===== src/rtl/qr_givens_scheduler.sv =====
// Givens-rotation schedule controller for the QR datapath.
// Walks pivot column c and row pair (r, r-1). For each pair it issues one
// vectoring op, waits for it to retire, then issues rotation ops for every
// column to the right of the pivot and drains them before the next pair.
module qr_givens_scheduler #(
    parameter int N   = 4,
    parameter int CW  = 3,
    parameter int OCW = 4
) (
    input  logic          clk,
    input  logic          rst,
    input  logic          start,
    output logic          busy,
    output logic          done,
    output logic          op_valid,
    output logic          op_mode,
    output logic [CW-1:0] op_row_hi,
    output logic [CW-1:0] op_row_lo,
    output logic [CW-1:0] op_col,
    input  logic          op_ready,
    input  logic          res_valid,
    output logic          err
);

    typedef enum logic [2:0] {
        S_IDLE,
        S_VEC_ISSUE,
        S_VEC_WAIT,
        S_ROT_ISSUE,
        S_DRAIN,
        S_STEP_END,
        S_DONE
    } state_t;

    localparam logic [CW-1:0]  LP_LAST     = CW'(N - 1);
    localparam logic [CW-1:0]  LP_LAST_PIV = CW'(N - 2);
    localparam logic [CW-1:0]  LP_ONE      = CW'(1);
    localparam logic [OCW-1:0] LP_OCW_ONE  = OCW'(1);

    state_t         r_state;
    state_t         w_next;
    logic [CW-1:0]  r_row;         // upper row of the current pair
    logic [CW-1:0]  r_col;         // pivot column
    logic [CW-1:0]  r_rot;         // rotation column being issued
    logic [OCW-1:0] r_outstanding; // ops accepted by the CORDIC array, not yet retired
    logic           w_xfer;
    logic           w_retire;
    logic           w_more_rows;

    assign w_xfer      = op_valid && op_ready;
    // A result with nothing in flight is a protocol error, not a retirement.
    assign w_retire    = res_valid && (r_outstanding != '0);
    assign w_more_rows = r_row > (r_col + LP_ONE);

    // State register.
    // NOTE: every clocked block uses non-blocking (<=) assignments so all
    // registers update from the same pre-edge values; blocking assignments
    // here would make the result depend on block evaluation order.
    always_ff @(posedge clk or posedge rst) begin
        if (rst) begin
            r_state <= S_IDLE;
        end else begin
            r_state <= w_next;
        end
    end

    // Next-state decode and op/handshake outputs, all decoded from state.
    // NOTE: every output gets a default before the case statement so no path
    // leaves a signal unassigned, which would otherwise infer a latch.
    always_comb begin
        w_next    = r_state;
        busy      = 1'b1;
        done      = 1'b0;
        op_valid  = 1'b0;
        op_mode   = 1'b0;
        op_row_hi = '0;
        op_row_lo = '0;
        op_col    = '0;
        case (r_state)
            S_IDLE: begin
                busy = 1'b0;
                if (start) w_next = S_VEC_ISSUE;
            end
            S_VEC_ISSUE: begin
                op_valid  = 1'b1;
                op_row_hi = r_row;
                op_row_lo = r_row - LP_ONE;
                op_col    = r_col;
                if (op_ready) w_next = S_VEC_WAIT;
            end
            S_VEC_WAIT: begin
                // The rotation parameters come out of the vectoring result.
                if (r_outstanding == '0) begin
                    w_next = (r_col == LP_LAST) ? S_STEP_END : S_ROT_ISSUE;
                end
            end
            S_ROT_ISSUE: begin
                op_valid  = 1'b1;
                op_mode   = 1'b1;
                op_row_hi = r_row;
                op_row_lo = r_row - LP_ONE;
                op_col    = r_rot;
                if (op_ready && (r_rot == LP_LAST)) w_next = S_DRAIN;
            end
            S_DRAIN: begin
                // The next pair shares a row with this one, so it must be written back.
                if (r_outstanding == '0) w_next = S_STEP_END;
            end
            S_STEP_END: begin
                if (!w_more_rows && (r_col == LP_LAST_PIV)) w_next = S_DONE;
                else                                        w_next = S_VEC_ISSUE;
            end
            S_DONE: begin
                done   = 1'b1;
                w_next = S_IDLE;
            end
            default: begin
                w_next = S_IDLE;
            end
        endcase
    end

    // Schedule indices: pivot/row walk and rotation column.
    always_ff @(posedge clk or posedge rst) begin
        if (rst) begin
            r_row <= '0;
            r_col <= '0;
            r_rot <= '0;
        end else begin
            case (r_state)
                S_IDLE: begin
                    if (start) begin
                        r_col <= '0;
                        r_row <= LP_LAST;
                    end
                end
                S_VEC_WAIT: begin
                    if (w_next == S_ROT_ISSUE) r_rot <= r_col + LP_ONE;
                end
                S_ROT_ISSUE: begin
                    if (w_xfer && (r_rot != LP_LAST)) r_rot <= r_rot + LP_ONE;
                end
                S_STEP_END: begin
                    if (w_more_rows) begin
                        r_row <= r_row - LP_ONE;
                    end else begin
                        r_col <= r_col + LP_ONE;
                        r_row <= LP_LAST;
                    end
                end
                default: begin
                end
            endcase
        end
    end

    // In-flight op counter and sticky protocol error flag.
    always_ff @(posedge clk or posedge rst) begin
        if (rst) begin
            r_outstanding <= '0;
            err           <= 1'b0;
        end else begin
            if (res_valid && (r_outstanding == '0)) err <= 1'b1;
            case ({w_xfer, w_retire})
                2'b10:   r_outstanding <= r_outstanding + LP_OCW_ONE;
                2'b01:   r_outstanding <= r_outstanding - LP_OCW_ONE;
                default: r_outstanding <= r_outstanding;
            endcase
        end
    end

endmodule


===== config.mk =====
export PLATFORM = sky130hd
export DESIGN_NAME = qr_givens_scheduler
export DESIGN_NICKNAME = d
export VERILOG_FILES = /design/src/rtl/qr_givens_scheduler.sv
export SDC_FILE = /design/constraint.sdc
export NUM_CORES = 1
export LEC_CHECK = 0
export ABC_AREA = 1
export BUFFER_PORTS_ARGS = -buffer_cell sky130_fd_sc_hd__buf_2
export CAP_MARGIN = 10
export CORE_UTILIZATION = 50
export DETAILED_ROUTE_END_ITERATION = 16
export HOLD_SLACK_MARGIN = 0.06
export PLACE_DENSITY = 0.7
export SYNTH_ARGS = -nofsm -noshare
export SYNTH_HDL_FRONTEND = slang
export SYNTH_SLANG_ARGS = --single-unit

===== constraint.sdc =====
create_clock -name clk -period 5 [get_ports clk]
set_input_delay 0.25 -clock clk [delete_from_list [all_inputs] [get_ports clk]]
set_output_delay 0.25 -clock clk [all_outputs]
set_load 0.05 [all_outputs]

==> results.cfg <==
[global_routing]
grt_overflow_total = 0
grt_max_degree = 18
first_global_vias = 1004
antenna_found_initial = 0
grt_use_total_pct = 21.04
grt_pass1_wl_microns = 4126

[route]
dr.pass1.iters = 4
routed_wl_microns = 2534
ant_nets = 0
drt_first_iter_violations = 34
drc_errors = 0
vias = 1063
wl_per_cell_microns = 12.42
routed_via_density = 5.211

[worst_setup_path]
worstRegToRegCells = 11
path_max_fanout = 10
critPathKind = reg2reg
critPathArrivalTime_ns = 2.66
r2r-start = r_state[1]$_DFF_PP0_
start_kind = register
cp.required_ns = 5.20
regToRegEndpoint = r_outstanding[3]$_DFFE_PP0P_
r2r_slack_ns = 2.54
end_kind = register

[synthesis]
ys_seq_elements = 17
syn_avg_cell_area_sq_um = 7.965
synth-edff-count = 0
synthArstFlopShare_pct = 100.0
syn_area_sq_um = 1219
synth_warnings = 0
yosys_most_used_dff = dfrtp_1
synth.distinct_cells = 25
synth_nets = 171
synth_seq_area_share_pct = 34.91
syn_inst = 153

[clock_network]
cts_root_buf = clkbuf_4
cts_tree = yes
cts_buffers = 3
cts_sinks = 17
clk_latency_ns = 0.30
clk_path_buf_depth = 2
htree_num_levels = 1
cts_setup_buffers = 0
clk_pin_slew_worst_paths_ns = 0.11

[floorplanning]
die_w_microns = 51.37
dieArea_sq_um = 2639
start_util_pct = 54.05
core_area_sq_um = 2255
pin_count = 19
die_y_microns = 51.37
rows = 17

[hold_path]
holdCritStartpoint = res_valid
hold_class = in2reg
hold_depth = 3
hold_end = err$_DFFE_PP0P_

[timing]
worstMarginPinSlew_ns = 0.6477
finalHoldViolations = 0
fin_setup_tns_ns = 0
fmax_mhz = 405.9
rsz0062_at_grt = no
finalMaxSlewViolations = 0
fin_crit_ns = 2.464
clock_skew_ns = 0.01247
finalSetupViolations = 0
min_period_over_period_pct = 49.27
slew_headroom_pct = 56.77

[cells_and_area]
final_nets = 195
areaGrowthSynthToFinish_pct = 13.35
n_antenna_cell = 0
drive_gt1_share_pct = 20.45

[placement]
port_buffers = 18
dp_hpwl_microns = 2050
gp_congestion = 0.8423

[flow_run]
drv_cap = 0

[outcome]
status = finished, final reports clean
-- worst max-delay path by stage --
| stage | startpoint | to | slack [ns] | cells after the start |
|---|---|---|---|---|
| 4_1_cts | r_state[1]$_DFF_PP0_ | r_outstanding[3]$_DFFE_PP0P_ | 2.54 | 11 |
| 3_3_place_gp | r_state[1]$_DFF_PP0_ | r_outstanding[3]$_DFFE_PP0P_ | 2.70 | 11 |
| 5_1_grt | r_state[1]$_DFF_PP0_ | r_outstanding[3]$_DFFE_PP0P_ | 2.37 | 11 |
| 2_1_floorplan | r_state[1]$_DFF_PP0_ | r_outstanding[3]$_DFFE_PP0P_ | 2.17 | 11 |
| 3_5_place_dp | r_state[1]$_DFF_PP0_ | r_outstanding[3]$_DFFE_PP0P_ | 2.56 | 11 |
| 6_report | r_state[1]$_DFF_PP0_ | r_outstanding[3]$_DFFE_PP0P_ | 2.54 | 11 |
-- per-stage QoR --
step,setup slack [ns],instances,instance area [sq um],hold WS [ns],utilization [%]
floorplan,2.169,153,1219,0.1761,-
global placement,2.703,199,1344,0.3659,59.60
detailed placement,2.563,199,1344,0.3740,59.60
CTS,2.544,204,1381,0.2255,61.27
global route,2.370,204,1381,0.2225,61.27
finish,2.536,204,1381,0.2226,61.27
-- cell families after synthesis --
| group | after synthesis | share of synthesized area (%) |
|---|---|---|
| compound gates | 21 | 10.27 |
| fa+ha+maj | 13 | 13.96 |
| xor+xnor | 5 | 3.594 |
| simple gates | 67 | 26.90 |
| mux | 2 | 1.745 |
| flops | 17 | 34.91 |
| buf+inv | 28 | 8.624 |
-- critical path, cell delays in order (launching register included) --
cell and delay (ns):
dfrtp_1 0.45, nand2_2 0.10, nor2_4 0.24, inv_1 0.13
nand2_1 0.12, nand2_1 0.07, ha_1 0.24, ha_1 0.34
a21oi_1 0.15, o21ai_0 0.11, xor2_1 0.15, mux2_2 0.26
-- flip-flops by register name, indices dropped and copies added (netlist names) --
register and count:
r_row 3, r_col 3, r_outstanding 4, err 1
r_rot 3, r_state 3
-- layout by cell type, fill, tap and decap left out, types with 3 or more instances in the layout --
cell type / netlist / final
o21ai_0: 9 / 9
xor2_1: 3 / 3
buf_2: 0 / 18
nor2_1: 13 / 13
clkbuf_4: 0 / 3
dfrtp_1: 17 / 17
nand2_1: 34 / 34
ha_1: 12 / 12
inv_1: 25 / 25
nand3_1: 9 / 9
o22ai_1: 5 / 5
nand2_4: 4 / 4
-- final cells by class --
| type | count | area, sq um |
|---|---|---|
| Clock buffer | 3 | 22.52 |
| Clock inverter | 1 | 5.005 |
| Fill cell | 219 | 873.3 |
| Inverter | 28 | 105.1 |
| Multi-Input combinational cell | 108 | 688.2 |
| Sequential cell | 17 | 425.4 |
| Tap cell | 28 | 35.03 |
| Timing Repair Buffer | 19 | 100.1 |
-- metal layers --
layer | vias to the layer above | track usage, % | share of wire [%]
met1 | 499 | 25.37 | 45
met3 | 2 | 5.655 | 4.4
li1 | 537 | - | -
met2 | 25 | 36.58 | 50
met4 | 0 | 5.405 | 0.55
met5 | - | 0 | 0
-- what timing repair did --
item | CTS | global route
hold buffers | 1 | 0
gates resized for setup | 0 | 0
endpoints found under the hold margin | 17 | 0
-- cells in the mapped netlist (2+ instances only) --
library cell	instances	area share (%)
nand2_4	4	3.7
o21ai_0	9	3.7
nor2_1	13	4.0
nand3_1	9	3.7
nand2_2	2	1.0
xnor2_1	2	1.4
nand3_2	2	1.6
ha_1	12	12
o2111ai_1	2	1.4
inv_1	25	7.7
dfrtp_1	17	35
inv_2	2	0.62
xor2_1	3	2.2
nor2_4	2	1.8
o22ai_1	5	2.6
nand2_1	34	10
a21oi_1	2	0.82
Power is left out: the tool's default activity adds up to more than one toggle a clock period on the data nets, which glitch-free logic cannot reach.
